## src/rtl/score_pkg.sv

```systemverilog
// score_pkg: shared defaults, FSM state encoding and score limits for score_bin2bcd.
package score_pkg;

  localparam int BIN_W_DEFAULT  = 17;
  localparam int DIGITS_DEFAULT = 5;
  localparam int BCD_W          = 4 * DIGITS_DEFAULT;

  // Largest value representable in the given number of BCD digits (10^digits - 1).
  function automatic int score_max(input int digits);
    int v;
    v = 1;
    for (int i = 0; i < digits; i++) v = v * 10;
    return v - 1;
  endfunction

  localparam int MAX_SCORE = score_max(DIGITS_DEFAULT);

  typedef enum logic {
    IDLE  = 1'b0,
    SHIFT = 1'b1
  } state_e;

endpackage

```

## src/rtl/score_bin2bcd_digit_adj.sv

```systemverilog
// bcd_digit_adj: one double-dabble correction cell, adds 3 to a BCD digit that is >= 5.
module bcd_digit_adj (
  input  logic [3:0] i_digit,
  output logic [3:0] o_digit
);

  assign o_digit = (i_digit >= 4'd5) ? (i_digit + 4'd3) : i_digit;

endmodule

```

## src/rtl/score_bin2bcd.sv

```systemverilog
// score_bin2bcd: sequential shift-and-add-3 binary-to-BCD converter, one bit per cycle.
// Build option SCORE_SAT_EN: out-of-range scores display as all nines instead of wrapping.
module score_bin2bcd
  import score_pkg::*;
#(
  parameter int BIN_W  = BIN_W_DEFAULT,
  parameter int DIGITS = DIGITS_DEFAULT
) (
  input  logic                  clk,
  input  logic                  rst,
  input  logic [BIN_W-1:0]      in_bin,
  input  logic                  in_valid,
  output logic                  in_ready,
  output logic [4*DIGITS-1:0]   bcd_score,
  output logic                  out_valid,
  output logic                  overflow
);

  localparam int                OUT_W    = 4 * DIGITS;
  localparam int                CNT_W    = $clog2(BIN_W + 1);
  localparam logic [CNT_W-1:0]  CNT_LAST = CNT_W'(BIN_W - 1);
  localparam logic [31:0]       MAX_U    = 32'(score_max(DIGITS));

  state_e             r_state;
  state_e             w_state_next;
  logic               w_done;
  logic [BIN_W-1:0]   r_bin;
  logic [OUT_W-1:0]   r_work;
  logic [CNT_W-1:0]   r_cnt;
  logic               r_ovf_next;
  logic [OUT_W-1:0]   r_bcd;
  logic               r_ovf;
  logic               r_out_valid;
  logic [OUT_W-1:0]   w_adj;
  logic [OUT_W-1:0]   w_work_shift;
  logic [OUT_W-1:0]   w_result;
  logic               w_accept;
  logic               w_in_over;

  for (genvar g = 0; g < DIGITS; g++) begin : g_adj
    bcd_digit_adj u_adj (
      .i_digit (r_work[4*g +: 4]),
      .o_digit (w_adj[4*g +: 4])
    );
  end

  // The top digit's carry falls off the end, so the result is in_bin mod 10^DIGITS.
  assign w_work_shift = {w_adj[OUT_W-2:0], r_bin[BIN_W-1]};
  assign w_in_over    = 32'(in_bin) > MAX_U;
  assign w_accept     = in_valid && in_ready;
  assign in_ready     = (r_state == IDLE);

`ifdef SCORE_SAT_EN
  localparam logic [OUT_W-1:0] ALL_NINES = {DIGITS{4'h9}};
  assign w_result = r_ovf_next ? ALL_NINES : w_work_shift;
`else
  assign w_result = w_work_shift;
`endif

  // NOTE: state is updated with non-blocking assignments so every flop samples pre-edge values.
  always_ff @(posedge clk or negedge rst) begin
    if (!rst) begin
      r_state <= IDLE;
    end else begin
      r_state <= w_state_next;
    end
  end

  // NOTE: every output of this block is given a default first so no latch can be inferred.
  always_comb begin
    w_state_next = r_state;
    w_done       = 1'b0;
    case (r_state)
      IDLE: begin
        if (in_valid) w_state_next = SHIFT;
      end
      SHIFT: begin
        if (r_cnt == CNT_LAST) begin
          w_done       = 1'b1;
          w_state_next = IDLE;
        end
      end
    endcase
  end

  always_ff @(posedge clk or negedge rst) begin
    if (!rst) begin
      r_bin       <= '0;
      r_work      <= '0;
      r_cnt       <= '0;
      r_ovf_next  <= 1'b0;
      r_bcd       <= '0;
      r_ovf       <= 1'b0;
      r_out_valid <= 1'b0;
    end else begin
      r_out_valid <= 1'b0;
      if (w_accept) begin
        r_bin      <= in_bin;
        r_work     <= '0;
        r_cnt      <= '0;
        r_ovf_next <= w_in_over;
      end else if (r_state == SHIFT) begin
        r_work <= w_work_shift;
        r_bin  <= {r_bin[BIN_W-2:0], 1'b0};
        r_cnt  <= r_cnt + CNT_W'(1);
        if (w_done) begin
          r_bcd       <= w_result;
          r_ovf       <= r_ovf_next;
          r_out_valid <= 1'b1;
        end
      end
    end
  end

  assign bcd_score = r_bcd;
  assign overflow  = r_ovf;
  assign out_valid = r_out_valid;

endmodule

```

## config.mk

```make
export PLATFORM = sky130hd
export DESIGN_NAME = score_bin2bcd
export DESIGN_NICKNAME = d
export VERILOG_FILES = /design/src/rtl/score_pkg.sv /design/src/rtl/score_bin2bcd_digit_adj.sv /design/src/rtl/score_bin2bcd.sv
export SDC_FILE = /design/constraint.sdc
export NUM_CORES = 1
export LEC_CHECK = 0
export CELL_PAD_IN_SITES_DETAIL_PLACEMENT = 1
export CELL_PAD_IN_SITES_GLOBAL_PLACEMENT = 1
export CORE_MARGIN = 10
export CORE_UTILIZATION = 45
export CTS_CLUSTER_DIAMETER = 60
export CTS_CLUSTER_SIZE = 28
export DETAILED_ROUTE_END_ITERATION = 6
export PLACE_DENSITY = 0.79
export SYNTH_ARGS = -nofsm -noshare
export SYNTH_HDL_FRONTEND = slang
export SYNTH_HIERARCHICAL = 1
export SYNTH_SLANG_ARGS = --single-unit
```

## constraint.sdc

```tcl
create_clock -name clk -period 2.4 [get_ports clk]
set_input_delay 0.6 -clock clk [delete_from_list [all_inputs] [get_ports clk]]
set_output_delay 0.6 -clock clk [all_outputs]
set_load 0.01 [all_outputs]
```

**Word-level counts from Yosys, hierarchy flattened**

Cells that the tools add are included.

- Add/sub/neg operators: 6
- Multipliers: 0
- Divide/modulo/power cells: 0
- Order comparisons: 6
- Equal/unequal tests: 1
- Shift operators: 0
- Muxes and demuxes: 19
- Bitwise gates (word level): 2
- Reductions and logical operators: 3

Operators with widths:

| operator | count |
|---|---|
| $mux 20 | 2 |
| $mux 17 | 2 |
| $ge 4x3->1 const B | 5 |
| $gt 17x17->1 const B | 1 |
| $add 4x2->4 const B | 4 |
| $mux 4 | 4 |
| $mux 5 | 2 |
| $mux 1 | 7 |
| $add 5x1->5 const B | 1 |
| $eq 5x5->1 const B | 1 |
| $add 3x2->3 const B | 1 |
| $mux 3 | 1 |
| $reduce_and 3->1 | 1 |
| $not 1->1 | 2 |
| $pmux 1 s2 | 1 |
| $reduce_bool 2->1 | 1 |
| $logic_and 1x1->1 | 1 |

- Register bits after elaboration: 66
- Bits in latches: 0
- Bits in writable memories: 0
- Memory bits (read-only): 0
- Input bits: 20
- Memories: 0

**Logic depth before layout (Yosys ltp)**

- Depth in word-level cells: 6
- Depth in mapped cells: 6
- Depth with buffers taken out: 6

**Hierarchy**

Netlist, hierarchy kept.

Modules (own cells, without submodules):

| module | times used | cells each | area an instance (um2) |
|---|---|---|---|
| score_bin2bcd | 1 | 202 | 2660.1 |
| bcd_digit_adj | 5 | 16 | 101.3 |

**Worst setup path before layout**

No wires, ideal clock.

- Kind: reg-to-reg
- From: register r_cnt[0]
- To: register r_bcd[0], in the netlist bcd_score[0]
- Setup time: 0.125 ns
- Arrival time: 1.455 ns
- Data required time: 2.275 ns
- Setup slack: 0.820 ns
- Cell stages (with the launch flop): 7
- Path buffers: 1
- Cells stage by stage: dfrtp_1 inv_1 ha_1 nand2_1 nor4_4 buf_6 mux2_2

- Word-level cells in the longest chain between the ends: 4

Ends and longest elaborated chain:

| item | line | text |
|---|---|---|
| start: declaration | score_bin2bcd.sv:29 | `logic [CNT_W-1:0] r_cnt;` |
| start signal: assignment | score_bin2bcd.sv:105 | `r_cnt <= r_cnt + CNT_W'(1);` |
| $eq 5x5->1 | score_bin2bcd.sv:78 | `if (r_cnt == CNT_LAST) begin` |
| $mux 1 | score_bin2bcd.sv:78 |  |
| $mux 1 | score_bin2bcd.sv:73 | `case (r_state)` |
| $reduce_and 3->1 (no line) | -- |  |
| end signal: assignment | score_bin2bcd.sv:107 | `r_bcd <= w_result;` |
| end: declaration | score_bin2bcd.sv:31 | `logic [OUT_W-1:0] r_bcd;` |

No other way between the ends.
A chain may end at the register's enable or synchronous reset.

**Worst setup path after layout**

- From: register r_state
- To: output port in_ready

- Word-level cells in the longest chain between the ends: 1

Ends and longest elaborated chain:

| item | line | text |
|---|---|---|
| start: declaration | score_bin2bcd.sv:24 | `state_e r_state;` |
| start signal: assignment | score_bin2bcd.sv:65 | `r_state <= w_state_next;` |
| $not 1->1 | -- |  |
| end: declaration | score_bin2bcd.sv:13 | `output logic in_ready,` |

No other way between the ends.

==> metrics.md <==
| Metric | Value |
|---|---|
| Residual DRC | 0 |
| Clock Path Buffers | 2 |
| Peak per-stage delay on the critical path | around 0.56 ns |
| Number of DRC violations after detailed-routing iteration 0 | 55 |
| Largest net degree at the start of global routing | 67 |
| Total power of the final layout | roughly 0.0052 W |
| Number of setup buffers added after CTS | 0 |
| CTS resizes | 0 |
| Switching component of the power | approximately 0.0018 W |
| Remaining antenna violation count | 0 |
| Launch point of the worst reg-to-reg path | r_cnt[0] |
| Count of antenna diodes in the layout | 0 |
| Internal reg-to-reg setup slack | about 0.62 ns |
| Overflow after GRT | 0 |
| Post-synthesis instance total | approximately 280 |
| CP max stage cell | sky130_fd_sc_hd__clkdlybuf4s50_1 |
| Switching Fraction | 35.0% |
| Hold Crit Class | in -> async |
| Largest voltage drop on the vdd net | about 0.56 mV |
| Final weighted congestion in routability-driven placement | roughly 0.75 |
| Sequence of cells on the critical path | inv_2 -> clkdlybuf4s50_1 |
| Vias after detailed routing | between 2000 and 2500 |
| H-tree depth | 3 |
| Setup Total Neg Slack | 0 ns |
| Final setup violating endpoints | 0 |
| Place WS | 0.527 ns |
| Num CTS Buffers | 9 |
| Total power divided by cell area | roughly 1300 nW/um2 |
| Net count of the finished layout | between 300 and 400 |
| Biggest fanout along the worst timing path | 4 |
| Lkg Pwr | roughly 1.8 nW |
| Largest delay share family, worst path | buffers and inverters |
| Number of buffers inserted by port buffering | between 40 and 50 |
| Buf+Inv Stages, Crit Path | 2 |
| Yosys warning total | 6 |
| Hold Slack | around 0.26 ns |
| Floorplan die area | between 10000 and 15000 um2 |
| RSZ-0062 raised after global routing | false |
| Routed len/inst | 16.0 um |
| Post-route clock period utilization | 83.9% |
| Logic pwr share | between 40% and 50% |
| Worst path required time | ~1.8 ns |
| Cell area reported after detailed placement | ~3700 um2 |
| Maximum clock rate | just under 500 MHz |
| Initial Util | between 40% and 50% |
| Via count of the first global-routing pass | about 2400 |
| Fraction of power consumed by the clock network | between 10% and 20% |
| First-pass GRT wire length | 11600 um |
| Worst Max-Slew Pin Slew | around 0.55 ns |
| Drt total wl | ~6800 um |
| Area growth from synthesis to layout | 23.3% |
| Internal Dissipation | between 0.003 and 0.004 W |
| Category of the worst setup path capture point | output pin |
| Mapped Area | about 3100 um2 |
| Clock transition at the registers of the reported paths | roughly 0.07 ns |
| Cells on worst reg2reg path | 6 |
| Area used by multi-input combinational logic | 1370 um2 |
| Number of antenna violations at the first check in global routing | 0 |
| Placeable core region | around 6800 um2 |
| Slew HR | between 60% and 70% |
| Post-synthesis net count | 310 |
| Clock latency on the worst-skew pair | between 0.3 and 0.4 ns |
| Number of clock sinks | 66 |
| Reg-to-Reg End | bcd_score[1] |
| Number of rows created at floorplan | 30 |
| Number of buffers inserted for hold repair after clock tree synthesis | 0 |
| Die outline height | 104 um |
| TritonCTS clock tree | built |
| Worst Setup Slack, final | between 0.3 and 0.4 ns |
| Number of inserted filler cells in the final layout | roughly 700 |
| First-pass iteration count of the detailed router | 4 |
| Start point of the critical path | r_state |
| Outcome | completed |
| Top-level port count | 43 |
| Area used by sequential logic in the layout | 1650 um2 |
| Number of violations of the max-capacitance limit | 0 |
| Min cycle time layout | roughly 2.0 ns |
| Total count of max-transition violations in the final report | 0 |
| Total global-route track usage | 13.0% |
| Vias per inst | approximately 5.2 |
| Width of the chip | just over 100 um |
| Worst clock skew on the final layout | 0.0116 ns |
| Sequential group share of total power | between 30% and 40% |
| Crit Path Category | reg -> out |
| Kind of launch point of the worst setup path | flop |
| Area of all placed cells without fillers | 3880 um2 |
| Setup crit end | in_ready |
| Clock root cell | sky130_fd_sc_hd__clkbuf_8 |
| HPWL reported at the end of detailed placement | 4760 um |
| WP depth | 2 |
| Data arrival time of the critical path | roughly 1.4 ns |
| Ratio of cells with drive above 1 in the final layout | 15.2% |
| Synthesized area per cell | 11.3 um2 |
| Number of endpoints with negative hold slack in the final report | 0 |
[worst reg2reg max path: cells and delay by family, from the launching register on]
kind,cells,cell delay (ns)
flip-flops,1,0.44
buffers and inverters,2,0.41
multiplexers,1,0.38
AND/OR/NAND/NOR,2,0.26
adder cells (fa/ha/maj),1,0.16
[cell type report]
class                   count  share of cell area [%]
clock buffers              11                    3.64
flip-flops and latches     66                    42.6
repair buffers             49                    12.4
well taps                  96                    3.09
multi-input cells         185                    35.3
clock inverters             3                    1.68
inverters                  14                    1.35
[worst min-delay path by stage]
| stage | startpoint | to | slack, ns | cells after the start |
|---|---|---|---|---|
| after floorplan | rst | bcd_score[0] | 0.30 | 0 |
| after global placement | r_bin[10] | r_bin[11] | 0.46 | 2 |
| after detailed placement | r_bin[8] | r_bin[9] | 0.48 | 2 |
| after CTS | rst | r_bin[5] | 0.28 | 2 |
| after global routing | rst | bcd_score[3] | 0.28 | 2 |
| final | rst | r_work[3] | 0.26 | 2 |
[placed cells by master (no fill, tap or decap), drive strengths merged]
master         instances
nand2                 40
dfrtp                 66
inv                   14
nor2                   8
xor2                   1
nand2b                 9
o2111ai                1
a21oi                  6
mux2i                 23
o21ai                 28
o21a                   1
clkinv                 1
buf                    8
a22o                  20
nand3                  3
nor2b                  1
bufinv                 2
nand4                  1
o41ai                  1
ha                    12
and4b                  1
o31ai                  1
clkdlybuf4s50         41
nand3b                 1
clkbuf                11
xnor2                  5
mux2                  21
nor4                   1
[state kept, by name (all words and copies together) (netlist names)]
name	flops
r_bin	17
overflow	1
r_cnt	5
r_state	1
r_work	20
bcd_score	20
out_valid	1
r_ovf_next	1
[metrics by stage]
step | util (%) | instances
2_1_floorplan | - | 278
3_3_place_gp | 54.1 | 410
4_1_cts | 57.1 | 424
6_report | 57.1 | 424
5_1_grt | 57.1 | 424
3_5_place_dp | 54.1 | 410
[metal layers]
metal / GRT usage, % / part of all wire, %
met1: 15.3 / 44
met2: 21.2 / 50
met3: 3.66 / 4.2
met4: 6.65 / 1.6
met5: 0 / 0
[power groups by stage]
stage | registers (W) | clock network [W] | logic (W)
2_1_floorplan | 0.00199 | 0 | 0.00144
4_1_cts | 0.00199 | 0.00102 | 0.00225
5_1_grt | 0.00207 | 0.00107 | 0.00246
3_5_place_dp | 0.00200 | 0 | 0.00223
6_report | 0.00199 | 0.000998 | 0.00219
3_3_place_gp | 0.00198 | 0 | 0.00211
Power figures use the tool's default switching activity.
